===== src/rtl/ctrl_pkg.sv =====
// Shared definitions for the microcode sequencer: opcodes, FSM states,
// instruction field layout at default widths and control-word bit positions.
package ctrl_pkg;

  localparam int DEF_ADDR_W = 4;
  localparam int DEF_CW_W   = 15;
  localparam int DEF_INSTR_W = DEF_CW_W + 2 + DEF_ADDR_W;

  // Instruction fields at default widths: {cw, op, tgt}
  localparam int TGT_LSB = 0;
  localparam int OP_LSB  = DEF_ADDR_W;
  localparam int OP_W    = 2;
  localparam int CWF_LSB = DEF_ADDR_W + 2;

  // Control word layout seen by the compare/swap datapath
  localparam int CW_ALU_LSB  = 13;
  localparam int CW_ALU_W    = 2;
  localparam int CW_MUXA_LSB = 9;
  localparam int CW_MUXA_W   = 4;
  localparam int CW_MUXB_LSB = 5;
  localparam int CW_MUXB_W   = 4;
  localparam int CW_REG_LSB  = 1;
  localparam int CW_REG_W    = 4;
  localparam int CW_WR_BIT   = 0;

  typedef enum logic [1:0] {
    OP_NEXT     = 2'b00,
    OP_BR_MAYOR = 2'b01,
    OP_JUMP     = 2'b10,
    OP_HALT     = 2'b11
  } op_e;

  typedef enum logic [1:0] {
    ST_IDLE = 2'b00,
    ST_RUN  = 2'b01,
    ST_DONE = 2'b10
  } state_e;

endpackage


===== src/rtl/ucode_ram.sv =====
// Microprogram store: register array with one synchronous write port and one
// combinational read port. Not reset, so a loaded program survives rst.
module ucode_ram #(
  parameter int ADDR_W = 4,
  parameter int DATA_W = 21
) (
  input  logic              clk,
  input  logic              we_i,
  input  logic [ADDR_W-1:0] waddr_i,
  input  logic [DATA_W-1:0] wdata_i,
  input  logic [ADDR_W-1:0] raddr_i,
  output logic [DATA_W-1:0] rdata_o
);

  logic [DATA_W-1:0] mem_q [2**ADDR_W];

  always_ff @(posedge clk) begin
    if (we_i) mem_q[waddr_i] <= wdata_i;
  end

  assign rdata_o = mem_q[raddr_i];

endmodule


===== src/rtl/ctrl_sequencer.sv =====
// Programmable microcode sequencer driving the compare/swap datapath control word.
// Optional RUN-cycle watchdog is built when SEQ_WATCHDOG_EN is defined.
module ctrl_sequencer
  import ctrl_pkg::*;
#(
  parameter int ADDR_W = DEF_ADDR_W,
  parameter int CW_W   = DEF_CW_W,
  parameter int WD_MAX = 255
) (
  input  logic                     clk,
  input  logic                     rst,
  input  logic                     start,
  input  logic                     abort,
  input  logic                     mayor,
  input  logic                     prog_we,
  input  logic [ADDR_W-1:0]        prog_addr,
  input  logic [CW_W+2+ADDR_W-1:0] prog_data,
  output logic [CW_W-1:0]          o_signal,
  output logic                     busy,
  output logic                     done,
  output logic                     err,
  output logic [ADDR_W-1:0]        pc_o
);

  localparam int IW = CW_W + 2 + ADDR_W;

  state_e            state_q, state_d;
  logic [ADDR_W-1:0] pc_q, pc_d;
  logic              err_q, err_d;

  logic [IW-1:0]     instr;
  logic [CW_W-1:0]   cw;
  op_e               op;
  logic [ADDR_W-1:0] tgt, pc_inc;
  logic              wd_expire;

  ucode_ram #(.ADDR_W(ADDR_W), .DATA_W(IW)) u_ram (
    .clk     (clk),
    .we_i    (prog_we && (state_q == ST_IDLE)),
    .waddr_i (prog_addr),
    .wdata_i (prog_data),
    .raddr_i (pc_q),
    .rdata_o (instr)
  );

  assign cw     = instr[IW-1 -: CW_W];
  assign op     = op_e'(instr[ADDR_W+1:ADDR_W]);
  assign tgt    = instr[ADDR_W-1:0];
  assign pc_inc = pc_q + ADDR_W'(1);

`ifdef SEQ_WATCHDOG_EN
  logic [7:0] wd_q, wd_d;

  // Counts RUN cycles; held at zero outside RUN so every run starts fresh
  always_comb begin
    wd_d = wd_q;
    if (state_q == ST_RUN) wd_d = wd_q + 8'd1;
    else                   wd_d = '0;
  end

  always_ff @(posedge clk) begin
    if (rst) wd_q <= '0;
    else     wd_q <= wd_d;
  end

  assign wd_expire = (state_q == ST_RUN) && (wd_q == 8'(WD_MAX - 1));
`else
  logic wd_unused;
  assign wd_unused = ^8'(WD_MAX);
  assign wd_expire = 1'b0;
`endif

  always_comb begin
    state_d = state_q;
    pc_d    = pc_q;
    err_d   = err_q;
    unique case (state_q)
      ST_IDLE: begin
        if (start) begin
          state_d = ST_RUN;
          pc_d    = '0;
          err_d   = 1'b0;
        end
      end
      ST_RUN: begin
        // abort beats everything; a HALT on the last allowed cycle still ends clean
        if (abort) begin
          state_d = ST_DONE;
          err_d   = 1'b1;
        end else if (op == OP_HALT) begin
          state_d = ST_DONE;
        end else if (wd_expire) begin
          state_d = ST_DONE;
          err_d   = 1'b1;
        end else begin
          unique case (op)
            OP_NEXT:     pc_d = pc_inc;
            OP_BR_MAYOR: pc_d = mayor ? tgt : pc_inc;
            OP_JUMP:     pc_d = tgt;
            default:     pc_d = pc_q;
          endcase
        end
      end
      ST_DONE: state_d = ST_IDLE;
      default: state_d = ST_IDLE;
    endcase
  end

  always_ff @(posedge clk) begin
    if (rst) begin
      state_q <= ST_IDLE;
      pc_q    <= '0;
      err_q   <= 1'b0;
    end else begin
      state_q <= state_d;
      pc_q    <= pc_d;
      err_q   <= err_d;
    end
  end

  assign busy     = (state_q == ST_RUN);
  assign done     = (state_q == ST_DONE);
  assign o_signal = busy ? cw : '0;
  assign err      = err_q;
  assign pc_o     = pc_q;

endmodule


===== config.mk =====
export PLATFORM = sky130hd
export DESIGN_NAME = ctrl_sequencer
export DESIGN_NICKNAME = d
export VERILOG_FILES = /design/src/rtl/ctrl_pkg.sv /design/src/rtl/ucode_ram.sv /design/src/rtl/ctrl_sequencer.sv
export SDC_FILE = /design/constraint.sdc
export NUM_CORES = 1
export LEC_CHECK = 0
export ABC_AREA = 1
export BUFFER_PORTS_ARGS = -buffer_cell sky130_fd_sc_hd__buf_2
export CAP_MARGIN = 40
export CORE_MARGIN = 2
export CORE_UTILIZATION = 45
export CTS_CLUSTER_DIAMETER = 30
export DETAILED_ROUTE_END_ITERATION = 8
export GPL_ROUTABILITY_DRIVEN = 0
export GPL_TIMING_DRIVEN = 0
export PLACE_DENSITY_LB_ADDON = 0.12
export SLEW_MARGIN = 20
export SYNTH_ARGS = -nofsm -noshare
export SYNTH_HDL_FRONTEND = slang
export SYNTH_SLANG_ARGS = --single-unit

===== constraint.sdc =====
create_clock -name clk -period 3.1 [get_ports clk]
set_input_delay 0.31 -clock clk [delete_from_list [all_inputs] [get_ports clk]]
set_output_delay 0.31 -clock clk [all_outputs]
set_load 0.02 [all_outputs]

* Word level (Yosys, flattened, before mapping)
Memories as Yosys holds them, arrays and structs flattened. A register that Yosys moved wholly into a read port is not among the register bits.
Cells that the tools add are included.
** Cells by class
- $add $sub $neg :: 1
- Equality and inequality tests :: 11
- Multiplexer cells :: 18
- Reduce and logical (&&, ||, !) cells :: 7
** Operators with widths (number)
- 4-bit two-way mux :: 6
- 15-bit two-way mux :: 1
- 4-bit case mux with 3 select lines :: 1
- 2-bit != test, second input constant :: 4
- 4-bit case mux with 2 select lines :: 1
- 2-bit equality test, second input constant :: 3
- 2-bit two-way mux :: 3
- 5-bit AND reduction :: 1
- 4-bit by 1-bit adder with 4-bit output, second input constant :: 1
- 2-bit by 1-bit equality test with 1-bit output, second input constant :: 2
- 2-bit logical NOT :: 2
- 1-bit two-way mux :: 4
- 4-bit by 1-bit != test with 1-bit output, second input constant :: 1
- 2-bit case mux with 2 select lines :: 1
- 3-bit by 2-bit != test with 1-bit output, second input constant :: 1
- 3-bit AND reduction :: 1
- 1-bit case mux with 2 select lines :: 1
- 2-bit AND reduction :: 1
- 2-bit nonzero test :: 1
- 1-bit logical AND :: 1
** Word-level totals
- Flip-flop bits (word level) :: 7
- Bits in writable memories :: 336
- Bits of input ports :: 31
- Output and inout port bits :: 22
- Logic and storage cells :: 41
- Memories :: 1
** Memories
- u_ram.mem_q :: depth 16, width 21, rd ports 1, clocked after Yosys merged registers in 1, wr ports 1, line ucode_ram.sv:15 : logic [DATA_W-1:0] mem_q [2**ADDR_W];

* Logic depth before layout (Yosys ltp)
Gate-level depths: netlist of the first run.
- Word-level depth :: 8
- Mapped depth :: 16
- Depth with buffers taken out :: 13

* By module
From an unflattened synthesis of the first run, not the netlist that was laid out.
** Unflattened totals
- Cell total of the unflattened synthesis :: 1495
- Area total of the unflattened synthesis :: 15158.3 um^2
** By module, submodules not included
- ucode_ram :: instances 1, cells each 1380, area each 14503.9 um^2, sequential area each 10089.7 um^2
- ctrl_sequencer :: instances 1, cells each 115, area each 654.4 um^2, sequential area each 140.1 um^2

* Worst setup path before layout of the first run
No wires, ideal clock.
- Kind :: flip-flop to flip-flop
- Start :: reg (tool-made name)
- End :: reg (tool-made name)
- Setup time :: 0.070 ns
- Arrival :: 2.213 ns
- Required time :: 3.030 ns
- Slack :: 0.817 ns
- Cell stages (with the launch flop) :: 15
- Path buffers :: 3
- Period minus slack after synthesis :: 2.283 ns
- Cell sequence :: dfxtp_1 buf_6 buf_4 buf_4 nor2_1 o221ai_1 o211ai_1 nand2_1 inv_1 ha_1 nor3_1 nor2_1 a21oi_1 nand2_1 a21oi_1

==> results.ini, run 1 <==
[setup_path]
crit_path_end_kind = output pin
start_kind = register
crit_fanout = 10
crit_buf_inv = 3
cp.arrival_ns = 2.74
critical_path.max_stage_delay_ns = 0.60
crit_chain = clkbuf_2, clkbuf_1, o211ai_1, a21oi_1, buf_2
cpMaxStageDelayCell = clkbuf_1
cpLargestDelayFamily = buffers and inverters
path_class = register to output pin
required_ns = 2.79

[logic_synthesis]
synth.distinct_cells = 22
syn_area_um2 = 13900
ys_warn_count = 0
synthCells = 1086
yosysTopAreaCellShare_pct = 72.6
yosysSeqAreaShare_pct = 74.2
yosys-top-cells-area = edfxtp_1, o21ai_0, nor2_1, nand2_1, o221ai_1
netlist.top_cell.by_area = edfxtp_1
ys_ff_latch = 347
synth_nets = 1122
postSynthAreaPerCell_um2 = 12.8

[cells_and_area]
layout_commonest_cell = edfxtp_1
final_cells = 1689
final_cell_mix = edfxtp_1, nor2_1, o21ai_0
design_area_um2 = 17900
area_growth_syn_to_layout_pct = 28.5
fin_nets = 1270
diodes = 0
drive_above_1_share_pct = 20.6
utilization_pct = 58.5

[detailed_routing]
wl_um = 42200
via_count = 9694
drc_errors = 0
viasPerCell = 5.74
drt-pass1-iter-count = 6
wire_per_inst_um = 25.0
ant_nets = 0
drt_iter0_drc = 1219

[timing]
worst_slew_pin_slew_ns = 0.781
relSlewSlack_pct = 47.9
clock.fmax_ghz = 0.328
final_hold_viol_count = 0
rsz0062_at_grt = yes
slew_violations = 0
min_period_ns = 3.05
setup_viol = 0
clock_skew_ns = 0.0241
setup_tns_ns = 0
hold-worst-slack_ns = 0.0330
worst_slack_ns = 0.0473
post-route-period-util_pct = 98.5

[global_routing]
overflow = 0
grt_max_degree = 18
grt_first_pass_wirelength_um = 60900
antenna_found_initial = 1
grt_pass1_vias = 9332
grtUsageTotal_pct = 26.1

[die]
start_util_pct = 45.5
die_area_um2 = 32300
die_y_um = 180
row_count = 64
design.portCount = 53
die_w_um = 180
core_area_um2 = 30500

[cts]
clock_sinks = 347
htree_levels = 3
worstSkewPairLatency_ns = 0.58
clockBufferDepth = 3
numCtsBuffers = 75
cts_tree = built
clk_pin_slew_ns = 0.05
cts_root_buffer = clkbuf_16

[placed_design]
dp_cells = 1550
dp_hpwl_um = 25600
dpl_cell_area_um2 = 15200
io_buffers = 52
dp_slack_ns = -0.346

[power_and_ir_drop]
power_mw = 13.6
power_density_nw_per_um2 = 762
ir_worst_vdd_mv = 0.476
p_leak_nw = 6.43

[status]
status = completed

[min_path]
hold_class = primary input to register

[run]
drv_cap = 0

## flip-flops by register name, indices dropped and copies added, names as in the netlist, named ones only
| name | flops |
|---|---|
| state_q | 2 |
| err | 1 |
| u_ram.mem_q | 336 |
| pc_o | 4 |
## worst reg2reg max path, stage by stage (launching register included)
cell and delay, ns:
dfxtp_1 0.43, buf_2 0.34, buf_2 0.36, o221ai_1 0.18, nand3_1 0.14, nand2_1 0.12
inv_1 0.10, ha_1 0.19, inv_1 0.04, o21ai_0 0.36, o21ai_0 0.18, nand2_1 0.10
nand2_1 0.06, a21oi_1 0.17
## worst paths after layout
check / startpoint / cells after the start / slack (ns) / end
worst max-delay path: register / 5 / 0.05 / o_signal[1]
worst min-delay path: start / 3 / 0.03 / state_q[0]
worst max register to register: register / 13 / 0.25 / register
worst min register to register: err / 2 / 0.47 / err
## where the power goes
part	switching, mW	internal [mW]
registers	0.0120	5.21
clock network	2.60	5.48
logic	0.243	0.0803
total	2.85	10.8
## cell type report
class	count	area [um^2]
Buffer	66	397
Clock buffer	85	1960
Clock inverter	51	628
Fill cell	2409	12600
Inverter	64	246
Multi-Input combinational cell	607	3110
Sequential cell	347	10300
Tap cell	396	495
Timing Repair Buffer	73	708
## cells in the mapped netlist
master	instances
o221ai_1	48
inv_1	63
ha_1	5
nor3b_1	1
a21oi_1	27
o211ai_1	20
clkbuf_1	37
inv_4	1
dfxtp_1	11
xor2_1	1
o22ai_1	20
buf_6	6
buf_2	13
o21ai_1	9
o21ai_0	130
nand3_1	63
buf_1	1
edfxtp_1	336
nor2_1	161
buf_4	11
nor3_1	2
nand2_1	120
## kinds of logic (layout without fill, tap and decap cells)
group / after synthesis / in the layout / share of synthesized area, %
AOI/OAI and AO/OA: 254 / 254 / 11.0
xor gates and xnor gates: 1 / 1 / 0.0630
adders and majority gates: 5 / 5 / 0.450
buffers and inverters: 132 / 339 / 4.32
DFF: 347 / 347 / 74.2
and+or+nand+nor: 347 / 347 / 9.99
## metal layers
layer  track usage, %  vias up  routed length (um)
li1                 -     4315                   -
met1             34.5     4719               16600
met2             41.2      536               19800
met3             5.92      124                4000
met4             12.4        0                1780
met5                0        -                   0
## repair_timing
action	CTS	global route
setup buffers	0	4
setup endpoints to repair	23	23
gates resized for setup	19	24
hold buffers	1	0
hold endpoints to repair	1	0
Note: power is estimated with default switching activity, not from simulation.
==> inputs of run 2 (changes only) <==
MAX_ROUTING_LAYER = met4   (was not set)
==> run 2 against run 1 <==
Net effect:
- the flow now finishes with violations (negative setup slack)
- sequential share of layout area hardly changed
- clock skew rose by 0.00085 ns
- highest routed layer unchanged
- power is essentially flat
- combinational power about the same
- critical endpoint unchanged
- final cell count unchanged
- routed wire length increased by 0.46%
==> results.ini, run 2 (same netlist as run 1, synthesis figures left out) <==
[status]
status = finished with violations
violations = negative setup slack

[setup_path]
critical_path.max_stage_delay_ns = 0.61  ; about the same
crit_fanout = 10  ; unchanged
path_class = register to output pin
crit_chain = clkbuf_2, clkbuf_1, o211ai_1, a21oi_1, buf_2
cpLargestDelayFamily = buffers and inverters
start_kind = register
required_ns = 2.79  ; about the same
cpMaxStageDelayCell = clkbuf_1
crit_buf_inv = 3  ; unchanged
cp.arrival_ns = 2.80  ; +0.06 ns
crit_path_end_kind = output pin

[cells_and_area]
area_growth_syn_to_layout_pct = 28.5  ; about the same
drive_above_1_share_pct = 20.5  ; -0.077 points
largest_register = u_ram.mem_q
final_cell_mix = edfxtp_1, nor2_1, o21ai_0
diodes = 0  ; unchanged
design_area_um2 = 17900  ; about the same
fin_nets = 1270  ; unchanged
largest_reg_flops = 336  ; unchanged
layout_commonest_cell = edfxtp_1

[global_routing]
grt_first_pass_wirelength_um = 60900  ; about the same
antenna_found_initial = 1  ; unchanged
overflow = 0  ; unchanged
grtUsageTotal_pct = 26.9  ; +0.81 points
grt_max_degree = 18  ; unchanged
grt_pass1_vias = 9337  ; +0.054%

[power_and_ir_drop]
power_frac_seq_pct = 38.3  ; about the same
internal-power_mw = 10.8  ; about the same
power_mw = 13.6  ; about the same
p_clk_share_pct = 59.3  ; about the same
power_density_nw_per_um2 = 763  ; about the same
ir_worst_vdd_mv = 0.473  ; -0.47%
switchingPower_mw = 2.86  ; +0.21%
power_frac_comb_pct = 2.4  ; about the same
p_leak_nw = 6.42  ; about the same
p_sw_share_pct = 21.0  ; +0.036 points

[timing]
final_hold_viol_count = 0  ; unchanged
setup_viol = 1  ; +1
clock.fmax_ghz = 0.322  ; -1.8%
clock_skew_ns = 0.0250  ; +0.000848 ns
worst_slew_pin_slew_ns = 0.780  ; -0.00158 ns
setup_tns_ns = -0.00903  ; -0.00903 ns
hold-worst-slack_ns = 0.0363  ; +0.00327 ns
min_period_ns = 3.11  ; +0.0563 ns
worst_slack_ns = -0.00903  ; -0.0563 ns
relSlewSlack_pct = 48.0  ; +0.11 points
rsz0062_at_grt = yes
slew_violations = 0  ; unchanged
post-route-period-util_pct = 100  ; +1.8 points

[cts]
clock_sinks = 347  ; unchanged
clockBufferDepth = 3  ; unchanged
cts_tree = built
htree_levels = 3  ; unchanged
clk_pin_slew_ns = 0.04  ; about the same
numCtsBuffers = 75  ; unchanged
worstSkewPairLatency_ns = 0.58  ; about the same
cts_root_buffer = clkbuf_16

[placed_design]
dp_hpwl_um = 25600  ; unchanged
dpl_cell_area_um2 = 15200  ; unchanged
dp_slack_ns = -0.346  ; unchanged
io_buffers = 52  ; unchanged

[detailed_routing]
drt_iter0_drc = 1239  ; +1.6%
wl_um = 42400  ; +0.46%
ant_nets = 0  ; unchanged
wire_per_inst_um = 25.1  ; +0.46%
drc_errors = 0  ; unchanged
via_count = 9696  ; +0.021%
viasPerCell = 5.74  ; about the same
drt-pass1-iter-count = 7  ; +1

[die]
design.portCount = 53  ; unchanged
die_area_um2 = 32300  ; unchanged
die_y_um = 180  ; unchanged
row_count = 64  ; unchanged
core_area_um2 = 30500  ; unchanged
start_util_pct = 45.5  ; unchanged
die_w_um = 180  ; unchanged

[min_path]
hold_class = primary input to register

[run]
drv_cap = 0  ; unchanged

==> run 2: metrics by stage <==
step,cells,utilization [%]
6_report,1689,58.5
3_5_place_dp,1550,49.7
2_1_floorplan,1086,-
3_3_place_gp,1534,48.0
4_1_cts,1685,58.3
5_1_grt,1689,58.5
==> run 2: final cells by class <==
class	instances	area [um^2]
fillers	2404	12700
inverters	64	246
repair buffers	73	708
flip-flops and latches	347	10300
well taps	396	495
plain buffers	66	390
multi-input cells	607	3110
clock inverters	51	628
clock buffers	85	1960
==> run 2: worst register-to-register path: stages (launching register included) <==
cell and delay, ns:
dfxtp_4 0.41, buf_6 0.19, buf_4 0.22, buf_4 0.26
nor2_1 0.09, o221ai_1 0.20, o211ai_1 0.12, nand2_1 0.16
inv_1 0.08, ha_1 0.22, nor3_1 0.25, nor2_2 0.11
a21oi_2 0.21, nand2_1 0.10, a21oi_1 0.18
==> run 2: worst paths after layout <==
check / from / end / slack [ns] / depth (start not counted)
max reg2reg: register / register / 0.22 / 14
max: register / o_signal[1] / -0.009 / 5
min: start / state_q[0] / 0.04 / 3
min reg2reg: err / err / 0.47 / 2
==> run 2: layer usage <==
metal  vias up  GRT usage, %  share of wire [%]
met3       123          5.90                9.4
met2       552          41.1                 47
met1      4711          34.6                 39
met4         0          12.4                4.1
li1       4310             -                  -
met5         -             -                  0
==> run 2: power by group through the flow <==
| stage | Combinational, mW | Sequential [mW] | Clock (mW) |
|---|---|---|---|
| final | 0.323 | 5.22 | 8.08 |
| after global routing | 0.347 | 5.22 | 8.38 |
| after CTS | 0.320 | 5.22 | 8.14 |
| after detailed placement | 0.317 | 5.31 | 0 |
| after global placement | 0.282 | 5.31 | 0 |
| after floorplan | 0.122 | 5.31 | 0 |
==> run 2: timing repair <==
action                                  CTS  global route
gates resized for setup                  19            21
endpoints found under the setup margin   23            23
pin swaps                                 0             0
hold buffers                              1             0
buffers inserted                          0             4
endpoints found under the hold margin     1             0
